## src/rtl/octal_enc_pkg.sv

```systemverilog
// Shared types and constants for the octal (8-to-3) encoder.
//   ENC_IN_W  : number of select lines at the default configuration
//   ENC_OUT_W : width of the encoded index at the default configuration
//   enc_sel_t : select-vector type
//   enc_idx_t : encoded-index type
package octal_enc_pkg;
  localparam int ENC_IN_W  = 8;
  localparam int ENC_OUT_W = $clog2(ENC_IN_W);

  typedef logic [ENC_IN_W-1:0]  enc_sel_t;
  typedef logic [ENC_OUT_W-1:0] enc_idx_t;
endpackage

```

## src/rtl/prio_onehot_enc.sv

```systemverilog
// Combinational priority encoder for a nominally one-hot select vector.
//   s     (in)  : select lines
//   idx   (out) : index of the winning set bit (0 when s is zero)
//   any   (out) : at least one bit of s is set
//   multi (out) : two or more bits of s are set
// PRIO_HIGH picks the winner on multi-hot input: 1 = highest index, 0 = lowest.
module prio_onehot_enc
  import octal_enc_pkg::*;
#(
  parameter int IN_W      = ENC_IN_W,
  parameter int OUT_W     = $clog2(IN_W),
  parameter bit PRIO_HIGH = 1'b1
) (
  input  logic [IN_W-1:0]  s,
  output logic [OUT_W-1:0] idx,
  output logic             any,
  output logic             multi
);

  // Later iterations overwrite earlier ones, so the scan direction sets the
  // priority: an ascending scan leaves the highest set bit, descending the lowest.
  always_comb begin
    idx = '0;
    if (PRIO_HIGH) begin
      for (int i = 0; i < IN_W; i++)
        if (s[i]) idx = OUT_W'(i);
    end else begin
      for (int i = IN_W - 1; i >= 0; i--)
        if (s[i]) idx = OUT_W'(i);
    end
  end

  assign any   = |s;
  // Clearing the lowest set bit leaves something only when two or more were set.
  assign multi = |(s & (s - IN_W'(1)));

endmodule

```

## src/rtl/octal_to_binary_encoder.sv

```systemverilog
// Registered 8-to-3 (octal) encoder with valid / non-one-hot status.
//   clk   (in)  : clock, rising edge
//   rst   (in)  : synchronous active-high reset, clears all outputs
//   s     (in)  : select lines, nominally one-hot
//   y     (out) : registered index of the winning set bit
//   valid (out) : registered, s had at least one bit set
//   err   (out) : registered, s had two or more bits set
// One cycle of latency; a new s is accepted every cycle.
module octal_to_binary_encoder
  import octal_enc_pkg::*;
#(
  parameter int IN_W      = ENC_IN_W,
  parameter int OUT_W     = $clog2(IN_W),
  parameter bit PRIO_HIGH = 1'b1
) (
  input  logic             clk,
  input  logic             rst,
  input  logic [IN_W-1:0]  s,
  output logic [OUT_W-1:0] y,
  output logic             valid,
  output logic             err
);

  logic [OUT_W-1:0] y_d, y_q;
  logic             valid_d, valid_q;
  logic             err_d, err_q;

  prio_onehot_enc #(
    .IN_W      (IN_W),
    .OUT_W     (OUT_W),
    .PRIO_HIGH (PRIO_HIGH)
  ) u_enc (
    .s     (s),
    .idx   (y_d),
    .any   (valid_d),
    .multi (err_d)
  );

  // All three outputs share one register stage so they stay aligned to the
  // same sampled s.
  always_ff @(posedge clk) begin
    if (rst) begin
      y_q     <= '0;
      valid_q <= 1'b0;
      err_q   <= 1'b0;
    end else begin
      y_q     <= y_d;
      valid_q <= valid_d;
      err_q   <= err_d;
    end
  end

  assign y     = y_q;
  assign valid = valid_q;
  assign err   = err_q;

endmodule

```

## config.mk

```make
export PLATFORM = sky130hd
export DESIGN_NAME = octal_to_binary_encoder
export DESIGN_NICKNAME = d
export VERILOG_FILES = /design/src/rtl/octal_enc_pkg.sv /design/src/rtl/prio_onehot_enc.sv /design/src/rtl/octal_to_binary_encoder.sv
export SDC_FILE = /design/constraint.sdc
export NUM_CORES = 1
export LEC_CHECK = 0
export BUFFER_PORTS_ARGS = -buffer_cell sky130_fd_sc_hd__buf_2
export CAP_MARGIN = 10
export CORE_AREA = 2 2 39 41
export CTS_BUF_LIST = sky130_fd_sc_hd__clkbuf_4
export DETAILED_ROUTE_END_ITERATION = 10
export DIE_AREA = 0 0 41 43
export SETUP_SLACK_MARGIN = 0.5
export SYNTH_ARGS = -nofsm -noshare
export SYNTH_HDL_FRONTEND = slang
export SYNTH_SLANG_ARGS = --single-unit
```

## constraint.sdc

```tcl
create_clock -name clk -period 1.8 [get_ports clk]
set_input_delay 0.27 -clock clk [delete_from_list [all_inputs] [get_ports clk]]
set_output_delay 0.27 -clock clk [all_outputs]
set_load 0.1 [all_outputs]
```

==> results of run 1 <==
[metrics by stage]
stage / cells / cell area [um2]
after floorplan: 27 / 231
after global placement: 57 / 322
after detailed placement: 57 / 322
after CTS: 61 / 352
after global routing: 61 / 352
final: 61 / 352
[sequential cells by signal, summed over array words and instances, names as in the netlist]
| name | cells |
|---|---|
| err | 1 |
| y | 3 |
| valid | 1 |
[layout make-up]
class | count | area [um2] | area share
Clock buffer | 4 | 30.0 | 0.0854
Inverter | 3 | 11.3 | 0.0320
Multi-Input combinational cell | 19 | 120 | 0.342
Sequential cell | 5 | 100 | 0.285
Tap cell | 16 | 20.0 | 0.0569
Timing Repair Buffer | 14 | 70.1 | 0.199
[logic make-up after synthesis]
| family | synth area share |
|---|---|
| AOI/OAI and AO/OA | 0.281 |
| and+or+nand+nor | 0.195 |
| DFF | 0.432 |
| buffers and inverters | 0.0486 |
| adders and majority gates | 0.0432 |
[how the worst min path moves through the flow]
stage                     endpoint  slack (ns)  cells past startpoint
final                         y[0]        0.25                      2
after detailed placement      y[0]        0.50                      2
after global placement       valid        0.49                      2
after CTS                     y[0]        0.24                      2
after floorplan              valid        0.34                      1
after global routing         valid        0.27                      2
[power by group]
part / switching, mW / total, mW / internal [mW]
Combinational: 0.0724 / 0.0933 / 0.0208
Clock: 0.0433 / 0.142 / 0.0987
Sequential: 0.00126 / 0.120 / 0.118
[cell usage in the layout (no fill, tap or decap), types with 2 or more instances in the layout]
| cell type | count |
|---|---|
| sky130_fd_sc_hd__dfxtp_1 | 5 |
| sky130_fd_sc_hd__clkbuf_4 | 4 |
| sky130_fd_sc_hd__o21ai_1 | 2 |
| sky130_fd_sc_hd__nor2_1 | 2 |
| sky130_fd_sc_hd__a21oi_1 | 4 |
| sky130_fd_sc_hd__inv_1 | 3 |
| sky130_fd_sc_hd__a211oi_1 | 3 |
| sky130_fd_sc_hd__buf_2 | 14 |
[layer usage]
metal	GRT usage	vias to the layer above
met5	0	-
met4	0.0800	0
met3	0.0157	0
met2	0.0969	11
met1	0.0929	89
li1	-	132
==> impl_summary.md, run 1 <==
Routing
In the routed design, unresolved DRC markers number 0. In this run the remaining antenna-violating nets after routing total 0. The met2 wire length is 207 um. In the final routed layout, each cell accounts on average for about 7.9 um. The final layout contains routed wiring with a total length of between 400 and 500 um. Detailed routing placed a total of 55 um of wire on met3.

The initial detailed-routing violation count is 0. After detailed routing, the number of vias per cell comes to ~3.8. For this block, wires on met1 add up to approximately 220 um. The detailed-router iteration count before antenna repair is 1. Across all layers, the routed design uses 232 vias. The highest layer touched by signal routing is met3.

Floorplan
In this run the count of I/O pins placed on the die edge is 15. The vertical extent of the die is roughly 43 um. The initialized floorplan defines 14 standard-cell rows. The initial utilization of the core area, before any placement, comes to 0.167. The width of the die is 41 um. The area enclosed by the die boundary is about 0.0018 mm2. The standard cell core area is 0.00138 mm2.

STA
Setup repair after global routing left no endpoint under its margin. The total count of max-transition violations in the final report was 0. The transition time of the tightest slew-check pin is ~0.48 ns.

Setup violations remaining at the end of the flow were counted as 0. The worst slew margin relative to its limit is 0.679. The portion of the clock cycle consumed by the worst path in the final layout is 0.677. The fmax is 0.821 GHz. The worst hold slack across all endpoints is 0.247 ns. After layout, the worst setup slack is a little under 0.6 ns. Summed over all failing endpoints, the final setup total negative slack is 0 ns. The count of endpoints failing hold in the final timing report came to 0. The routed design could run at a clock period as short as around 1.2 ns.

Critical path
In this run the number of cells on the critical path is 1. The longest individual stage delay on the worst path is approximately 0.41 ns. The critical path capture point type is an output pin. The critical path in this run is classified as flop to output pin. Tracing the worst setup path back leads to its startpoint at valid. The dominant delay contributor by cell family on the critical path is buffers and inverters. The number of buffer and inverter stages on the critical path is 1.

STA classifies the critical path startpoint as a flop. STA puts the critical path data required time at approximately 1.5 ns. Walking the worst path, the cells encountered are buf_2. The cell type of the slowest stage on the worst timing path is sky130_fd_sc_hd__buf_2. The peak fanout along the critical path is 1. Data arrives at the worst endpoint at ~0.95 ns. The end point of the critical path is valid.

Global route
Global routing finished with a remaining overflow of 0. The via count of the first global-routing pass is approximately 230. Across every metal layer, demand over resource in global routing totals 0.0752. The number of antenna violations at the first check in global routing is 0. The first global-routing pass estimated between 800 and 900 um of wire.

The maximum number of pins on one net before global-route repair is 6.

Logic synthesis
The total standard cell area after synthesis is 231 um2. The post-synthesis area per instance is between 8 and 9 um2. The number of nets in the synthesized netlist is 37.

Of the post-synthesis cell area, the dominant cell type holds 0.432. The count of flip-flops with a built-in enable after synthesis is 0. The library cell occupying the most area in the post-synthesis netlist is sky130_fd_sc_hd__dfxtp_1. The commonest cells after synthesis are sky130_fd_sc_hd__dfxtp_1 (5), sky130_fd_sc_hd__a21oi_1 (4), sky130_fd_sc_hd__a211oi_1 (3), sky130_fd_sc_hd__inv_1 (3). The dominant synthesized flop cell is sky130_fd_sc_hd__dfxtp_1. Yosys attributes the largest share of cell area to sky130_fd_sc_hd__dfxtp_1 (43%), sky130_fd_sc_hd__a211oi_1 (9.7%), sky130_fd_sc_hd__a21oi_1 (8.6%). The gate count of the mapped netlist is 27. Yosys printed 0 warnings. The synthesized netlist contains 14 unique library cells. The most common cell in the synthesized netlist is sky130_fd_sc_hd__dfxtp_1. Synthesis inferred 5 register bits. The proportion of register bits with asynchronous set or reset after synthesis is 0.

The part of the Yosys area used for sequential elements is 0.432.

Placement
Timing analysis after detailed placement gives a worst setup slack of approximately 0.5 ns. Input and output buffers added on the ports amount to 14. At the end of routability-driven placement, the weighted congestion stood at ~0.75.

Job
The tool flagged a number of max-cap violations equal to 0.

Run status
The run finished with clean final reports.

Power and ir drop
The analysis attributes to cell leakage a power of 0.164 nW. The power consumption is 0.355 mW. The power per cell area is 1010 mW/mm2. The worst-case IR drop observed on VDD is ~150 uV.

Clock network
Once the clock tree was built, the resizer swapped 0 gates to a different size. Clock-pin slew was measured on the worst setup and hold paths at ~0.040 ns. The tree built by TritonCTS fans out to 5 sinks. CTS built an H-tree with a depth of 1. Counting the buffers created by CTS gives 3.

The CTS tree is built. The maximum count of clock buffers along a single path is 2. Post-CTS timing repair inserted 0 buffers for setup. The cell at the root of the clock tree is sky130_fd_sc_hd__clkbuf_4.

The number of hold buffers added after cts is 0.

Min path
The path class of the tightest hold or removal check is input port to flop. In this run the most critical hold path is launched from rst.

Layout
Relative to the synthesized area, the layout overhead comes to 51.9%. For this run, the post-layout net count is between 50 and 60. The utilization of the core after routing is 0.254. The fraction of layout instances using a drive strength above 1 is 0.444. 0 antenna diodes ended up in the layout.

The layout has around 160 filler cells.
No activity file was read; power rests on OpenSTA's default activity.
==> run 2: changes to the inputs <==
- clock period: 1.8 -> 1.2 ns (I/O delays scaled with it)
==> run 2 against run 1 <==
Critical path depth is the same. Cell count up 3.3%. Clock-buffer cell count unchanged. Final area is 37% higher. Largest cell class is now non-clock buffers. Largest power group unchanged. Hold slack got worse by 0.096 ns. Via count rose by 13%. Total power rose by 64%. Global-route usage grew 0.31 points. Sequential share of layout area decreased by 4.4 points. Worst setup slack got worse by 0.31 ns.
==> impl_summary.md, run 2 (synthesis results as in run 1) <==
Routing
For this block, the routed nets add up to ~520 um of wire. The routed via count is 263. The DRC violations left is 0. Using the TritonRoute via totals, the vias-per-cell ratio works out to 4.17. Once detail routing completed, the nets flagged for antenna violations numbered 0. The initial detailed-routing violation count is 3. The average wire per cell in the routed design is 8.30 um.

The detailed-router iteration count before antenna repair is 2.

Layout
Counting the fill cells in the layout gives approximately 140. The most common cell after layout, fill and taps aside is sky130_fd_sc_hd__buf_2. The library cells used most frequently in the layout, excluding fill and tap cells, are sky130_fd_sc_hd__buf_2 (7), sky130_fd_sc_hd__buf_12 (5), sky130_fd_sc_hd__clkbuf_4 (4), sky130_fd_sc_hd__dfxtp_4 (4). The fraction of layout instances using a drive strength above 1 is 0.617. The utilization of the core after routing is 0.349. The register with the most flip-flops in the layout has 3 of them. The net count of the finished layout is 58. The antenna diode instance count is 0. The area added between synthesis and finish is 109%.

Critical path
The data arrival time of the worst path is between 0.7 and 0.8 ns. The startpoint type of the worst setup path is a flop. The largest single stage delay on the critical path is 0.34 ns. On the critical path the largest part of the delay comes from flip-flops. The worst setup path is captured at an output pin.

Of all nets on the critical path, the largest fanout is 1. The slowest stage of the critical path belongs to the cell sky130_fd_sc_hd__dfxtp_4. The critical path goes through buf_12. Together, buffers and inverters on the worst path number 1. Data on the critical path is required at its endpoint by around 1.0 ns. The setup path with the least slack is of type flop to output pin.

Power and ir drop
IR analysis of the VDD net gives a maximum drop of around 260 uV. The power share of the combinational group is 0.320. The share of total power dissipated in the clock network is 0.365. Of the total power, registers draw 0.316. The internal power consumption is around 0.4 mW. The fraction of power spent switching nets is 0.317. Total power for the finished layout comes to between 0.5 and 0.6 mW. The switching component of the power is between 0.15 and 0.2 mW. The leakage power summed over all cells is 0.207 nW. The power per cell area is ~1200 mW/mm2.

Job
The max capacitance violation total is 0.

Floorplan
The die is 41 um wide. The die covers roughly 0.0018 mm2. The standard cell core area is 0.00138 mm2.

The vertical extent of the die is roughly 43 um. The count of boundary I/O pins is 15. The effective utilization at floorplan is 0.167. The number of core rows is 14.

STA
Based on the critical path, the design can be clocked at up to ~1.1 GHz. The transition time of the tightest slew-check pin is approximately 0.25 ns. The portion of the clock cycle consumed by the worst path in the final layout is 0.772. Setup violations remaining at the end of the flow were counted as 0. Setup repair after global routing could not meet its margin everywhere. After routing, the total negative slack on setup checks comes to 0 ns.

The worst slew margin relative to its limit is 0.830. The clock period minus worst slack is 0.927 ns. The total count of max-transition violations in the final report is 0.

The count of endpoints failing hold in the final timing report is 0.

Global route
Across every metal layer, demand over resource in global routing totals 0.0783. The via count of the first global-routing pass is 231. The global-route track usage on met2 is 0.0938. In the global route stage, met1 resource usage came out at 0.0868. The layer flagged by global routing as most heavily used is met4. The met3 track utilization from global routing is 0.0157.

The global-route wire length before repair is 855 um. Entering global routing, the biggest net connects 6 pins. The number of antenna violations at the first check in global routing came to 0.

For this run the aggregate overflow at the end of global routing stands at 0.

Clock network
The CTS tree is built. After clock tree synthesis, the clock-pin slew on the worst setup and hold paths is 0.04 ns. The depth of the CTS H-tree is 1. The tree is rooted in a sky130_fd_sc_hd__clkbuf_4. Clock tree synthesis found a total of 5 sinks. The maximum count of clock buffers along a single path is 2.

In this run, CTS created clock tree buffers numbering 3.

Placement
The routability congestion estimate is 0.754. The count of buffers added on input and output ports is 14.

Run status
The run finished with clean final reports.

Min path
The path class of the tightest hold or removal check is input port to flop.
[run 2: cell count changes in the layout (fill, tap and decap cells not counted), moves of 2 or more]
cell / before / now
sky130_fd_sc_hd__buf_12: 0 / 5
sky130_fd_sc_hd__buf_2: 14 / 7
sky130_fd_sc_hd__buf_4: 0 / 2
sky130_fd_sc_hd__buf_6: 0 / 2
sky130_fd_sc_hd__dfxtp_1: 5 / 0
sky130_fd_sc_hd__dfxtp_4: 0 / 4
[run 2: path summary, 6_finish.rpt]
path / from / end / slack, ns / cells past startpoint
min: rst / valid / 0.15 / 2
max: y[1] / y[1] / 0.27 / 1
[run 2: timing repair]
action	4_1_cts	5_1_grt
buffers inserted	0	0
endpoints found under the hold margin	0	0
pin swaps	3	2
gates resized for setup	2	3
cloned	0	0
hold buffers	0	0
setup endpoints to repair	8	8
[run 2: power groups by stage]
stage	Combinational, mW	Sequential, mW	Clock [mW]
2_1_floorplan	0.0214	0.262	0
3_3_place_gp	0.179	0.187	0
3_5_place_dp	0.179	0.187	0
4_1_cts	0.183	0.184	0.224
5_1_grt	0.197	0.184	0.225
6_report	0.186	0.184	0.213
[run 2: metrics by stage]
step           setup slack (ns)  cells  cell area [um2]  hold slack [ns]
3_3_place_gp             0.0497     59              428            0.394
6_report                  0.273     63              483            0.151
4_1_cts                   0.259     63              468            0.141
5_1_grt                   0.260     63              483            0.165
3_5_place_dp             0.0294     59              428            0.397
2_1_floorplan             0.179     27              248            0.239
[run 2: cell type report]
class                   count  area, um2  share of cell area
clock buffers               4       30.0              0.0622
inverters                   3       11.3              0.0233
multi-input cells          19        133               0.275
flip-flops and latches      5        116               0.241
well taps                  16       20.0              0.0415
repair buffers             16        173               0.358
[run 2: routing by layer]
metal	wire (um)	vias up	part of all wire
met2	250	12	0.48
met1	207	113	0.40
met5	0	-	0
li1	-	136	-
met4	12	0	0.023
met3	53	2	0.10
==> run 3: changes to the inputs <==
- ABC_AREA: unset -> 1
- clock period: 1.2 -> 0.9 ns (I/O delays scaled with it)
==> run 3 against run 2 <==
Cell count increased by 35%. Area after synthesis up 21%. Combinational power rose by 83%. Final area grew 38%. Non-clock buffer count increased by 2. Worst setup slack got worse by 0.26 ns. Sequential cell count is the same. Critical path depth is the same. Die area stayed put.
==> impl_summary.md, run 3 <==
Floorplan
The area enclosed by the die boundary is around 0.0018 mm2. The effective utilization at floorplan is 0.203. The floorplan has 14 rows.

The core region is around 0.0014 mm2. 15 I/O pins were placed. In this run the vertical extent of the chip is 43 um. From left edge to right edge, the die measures around 40 um.

Critical path
Among cell families on the critical path, the largest total delay comes from flip-flops. Data arrives at the worst endpoint at around 0.75 ns. The critical path capture point type is an output pin. The critical path data required time is between 0.7 and 0.8 ns.

Following the worst setup path forward leads to its endpoint at y[2]. The cell count along the critical path is 1. The startpoint type of the worst setup path is a flop. The longest individual stage delay on the worst path is about 0.34 ns.

The cell type of the slowest stage on the worst timing path is sky130_fd_sc_hd__dfxtp_4. The signal on the critical path passes through buf_12. The number of buffer and inverter stages on the critical path is 1. The critical path starts at y[2]. The peak fanout along the critical path is 1.

The critical path is of the flop to output pin type.

STA
The total count of max-transition violations in the final report is 0. The portion of the clock cycle consumed by the worst path in the final layout is 0.985. Based on the critical path, the design can be clocked at up to roughly 1.1 GHz. After layout, the minimum clock period comes to slightly below 0.9 ns. The slack of the critical path is approximately 0.014 ns. The worst slew margin relative to its limit is 0.900.

Across all hold checks on the routed design, the worst slack comes to roughly 0.12 ns. For the pin with the worst max-slew slack, the measured transition is about 0.15 ns. The count of endpoints failing hold in the final timing report came to 0.

Setup repair after global routing could not meet its margin everywhere. In the final timing run, aggregate negative setup slack is 0 ns. Setup violations remaining at the end of the flow were counted as 0.

Logic synthesis
For this run, the number of Yosys warnings is 0. The part of the Yosys area used for sequential elements is 0.357. Sorting the synthesized cells by how often they occur yields sky130_fd_sc_hd__nand2_1 (17), sky130_fd_sc_hd__inv_1 (10), sky130_fd_sc_hd__dfxtp_1 (5), sky130_fd_sc_hd__a21oi_1 (4).

Yosys attributes the largest share of cell area to sky130_fd_sc_hd__dfxtp_1 (36%), sky130_fd_sc_hd__nand2_1 (23%), sky130_fd_sc_hd__inv_1 (13%). When the netlist entered floorplanning its net count stood at between 50 and 60. The total standard cell area after synthesis is approximately 280 um2. The unique cell type count in the Yosys netlist is 10. The proportion of register bits with asynchronous set or reset after synthesis is 0. Synthesis produced a netlist whose cell count is 47. A synthesized cell averages 5.96 um2. The dominant synthesized flop cell is sky130_fd_sc_hd__dfxtp_1. The number of flip-flops and latches in the synthesized netlist is 5.

The synthesized design contains 0 enable-type register cells. The area share of the largest cell type after synthesis is 0.357. In the post-synthesis netlist, the cell with the most instances is sky130_fd_sc_hd__nand2_1. sky130_fd_sc_hd__dfxtp_1 takes more of the synthesized area than any other cell.

Routing
The first TritonRoute pass finished after 2 iterations. The routed layout has about 370 vias. The detail route stage leaves a number of antenna-violating nets equal to 0. In this run, the number of DRC markers left after iteration 0 of detailed routing was 1. After detailed routing, the average wire length per cell comes to around 10 um.

After detailed routing, the number of vias per cell comes to around 4.4. After detailed routing, the number of remaining DRC violations is 0. Summed over all layers, the routed wires come to between 800 and 900 um.

Power and ir drop
The analysis attributes to cell leakage a power of between 0.3 and 0.4 nW. The share of total power dissipated in combinational logic is 0.390. The worst IR drop on VDD is a little over 400 uV. The internal power of the cells totals 0.576 mW. The power per cell area is 1320 mW/mm2. The clock share of power is 0.332. For this design the total switching power over the nets is approximately 0.30 mW.

The sequential power share is 0.278. Of the total power, the share spent switching nets is 0.342.

Global route
Global routing finished with a remaining overflow of 0. Entering global routing, the biggest net connects 6 pins. The number of antenna violations at the first check in global routing is 0. The global-route wire length before repair is ~1.1 mm.

Across every metal layer, demand over resource in global routing totals 0.102. The via count of the first global-routing pass is roughly 320.

Layout
The layout has between 100 and 150 filler cells. The utilization of the core after routing is 0.480. Of the cells placed in the final design, the portion with a size suffix greater than 1 is 0.609. The antenna diode instance count is 0. The final layout contains 80 nets. The area added between synthesis and finish is 137%.

The library cells used most frequently in the layout, excluding fill and tap cells, are sky130_fd_sc_hd__nand2_1 (14), sky130_fd_sc_hd__inv_1 (7), sky130_fd_sc_hd__buf_12 (6), sky130_fd_sc_hd__dfxtp_4 (5). The library cell used most frequently in the layout, excluding fill and tap cells, is sky130_fd_sc_hd__nand2_1. The register with the most flip-flops in the layout has 3 of them.

Placement
The number of input and output port buffers inserted is 14. The post-placement worst setup slack is roughly 0.016 ns. The routability congestion estimate is 0.821. Once detailed placement completed, the half-perimeter wirelength came to between 500 and 600 um.

Job
The max capacitance violation total is 0.

Run status
The run finished with clean final reports.

Min path
The worst min-delay path class is input port to flop.

Clock network
The maximum count of clock buffers along a single path is 2. Counting the buffers created by CTS gives 3. The CTS clock-pin slew for the worst setup and hold paths is ~0.040 ns.

In this run the clock root is driven by a sky130_fd_sc_hd__clkbuf_4. The depth of the CTS H-tree is 1. TritonCTS built the clock tree.

The number of clock sinks seen by CTS is 5.
[run 3: timing repair]
| action | CTS | global route |
|---|---|---|
| hold buffers | 0 | 0 |
| resized for setup | 12 | 19 |
| pin swaps | 11 | 9 |
| endpoints found under the setup margin | 10 | 10 |
| setup buffers | 2 | 1 |
[run 3: per-stage QoR]
step / power [mW] / instances / area (um2)
after detailed placement: 0.523 / 78 / 504
after global placement: 0.521 / 78 / 504
after CTS: 0.844 / 84 / 592
after global routing: 0.920 / 85 / 664
after floorplan: 0.404 / 47 / 332
final: 0.875 / 85 / 664
[run 3: power by group through the flow]
stage,combinational [mW],clock [mW],sequential [mW]
global route,0.362,0.315,0.243
finish,0.341,0.291,0.243
detailed placement,0.275,0,0.248
floorplan,0.0584,0,0.345
CTS,0.302,0.298,0.244
global placement,0.274,0,0.247
[run 3: cells by family (layout without fill, tap and decap cells)]
| kind of cell | after synthesis | in the layout | share of synthesized area |
|---|---|---|---|
| simple gates | 24 | 24 | 0.353 |
| buf+inv | 10 | 32 | 0.134 |
| compound gates | 8 | 8 | 0.156 |
| flops | 5 | 5 | 0.357 |
[run 3: metal layers]
metal	wire length, um	global-route usage
met4	63	0.100
met3	64	0.0366
met1	276	0.0804
met2	450	0.172
met5	0	0
[run 3: cell type report]
cell class,count,area [um2],area share
well taps,16,20.0,0.0301
repair buffers,18,248,0.373
flip-flops and latches,5,119,0.179
multi-input cells,32,200,0.301
inverters,10,47.5,0.0716
clock buffers,4,30.0,0.0452
[run 3: worst min-delay path by stage]
stage          start  endpoint  slack (ns)  cells past startpoint
6_report         rst      y[1]        0.12                      2
5_1_grt          rst      y[2]        0.12                      2
4_1_cts          rst      y[0]         0.1                      2
3_5_place_dp     rst      y[0]        0.35                      2
3_3_place_gp     rst      y[0]        0.35                      2
2_1_floorplan    rst      y[0]        0.19                      1
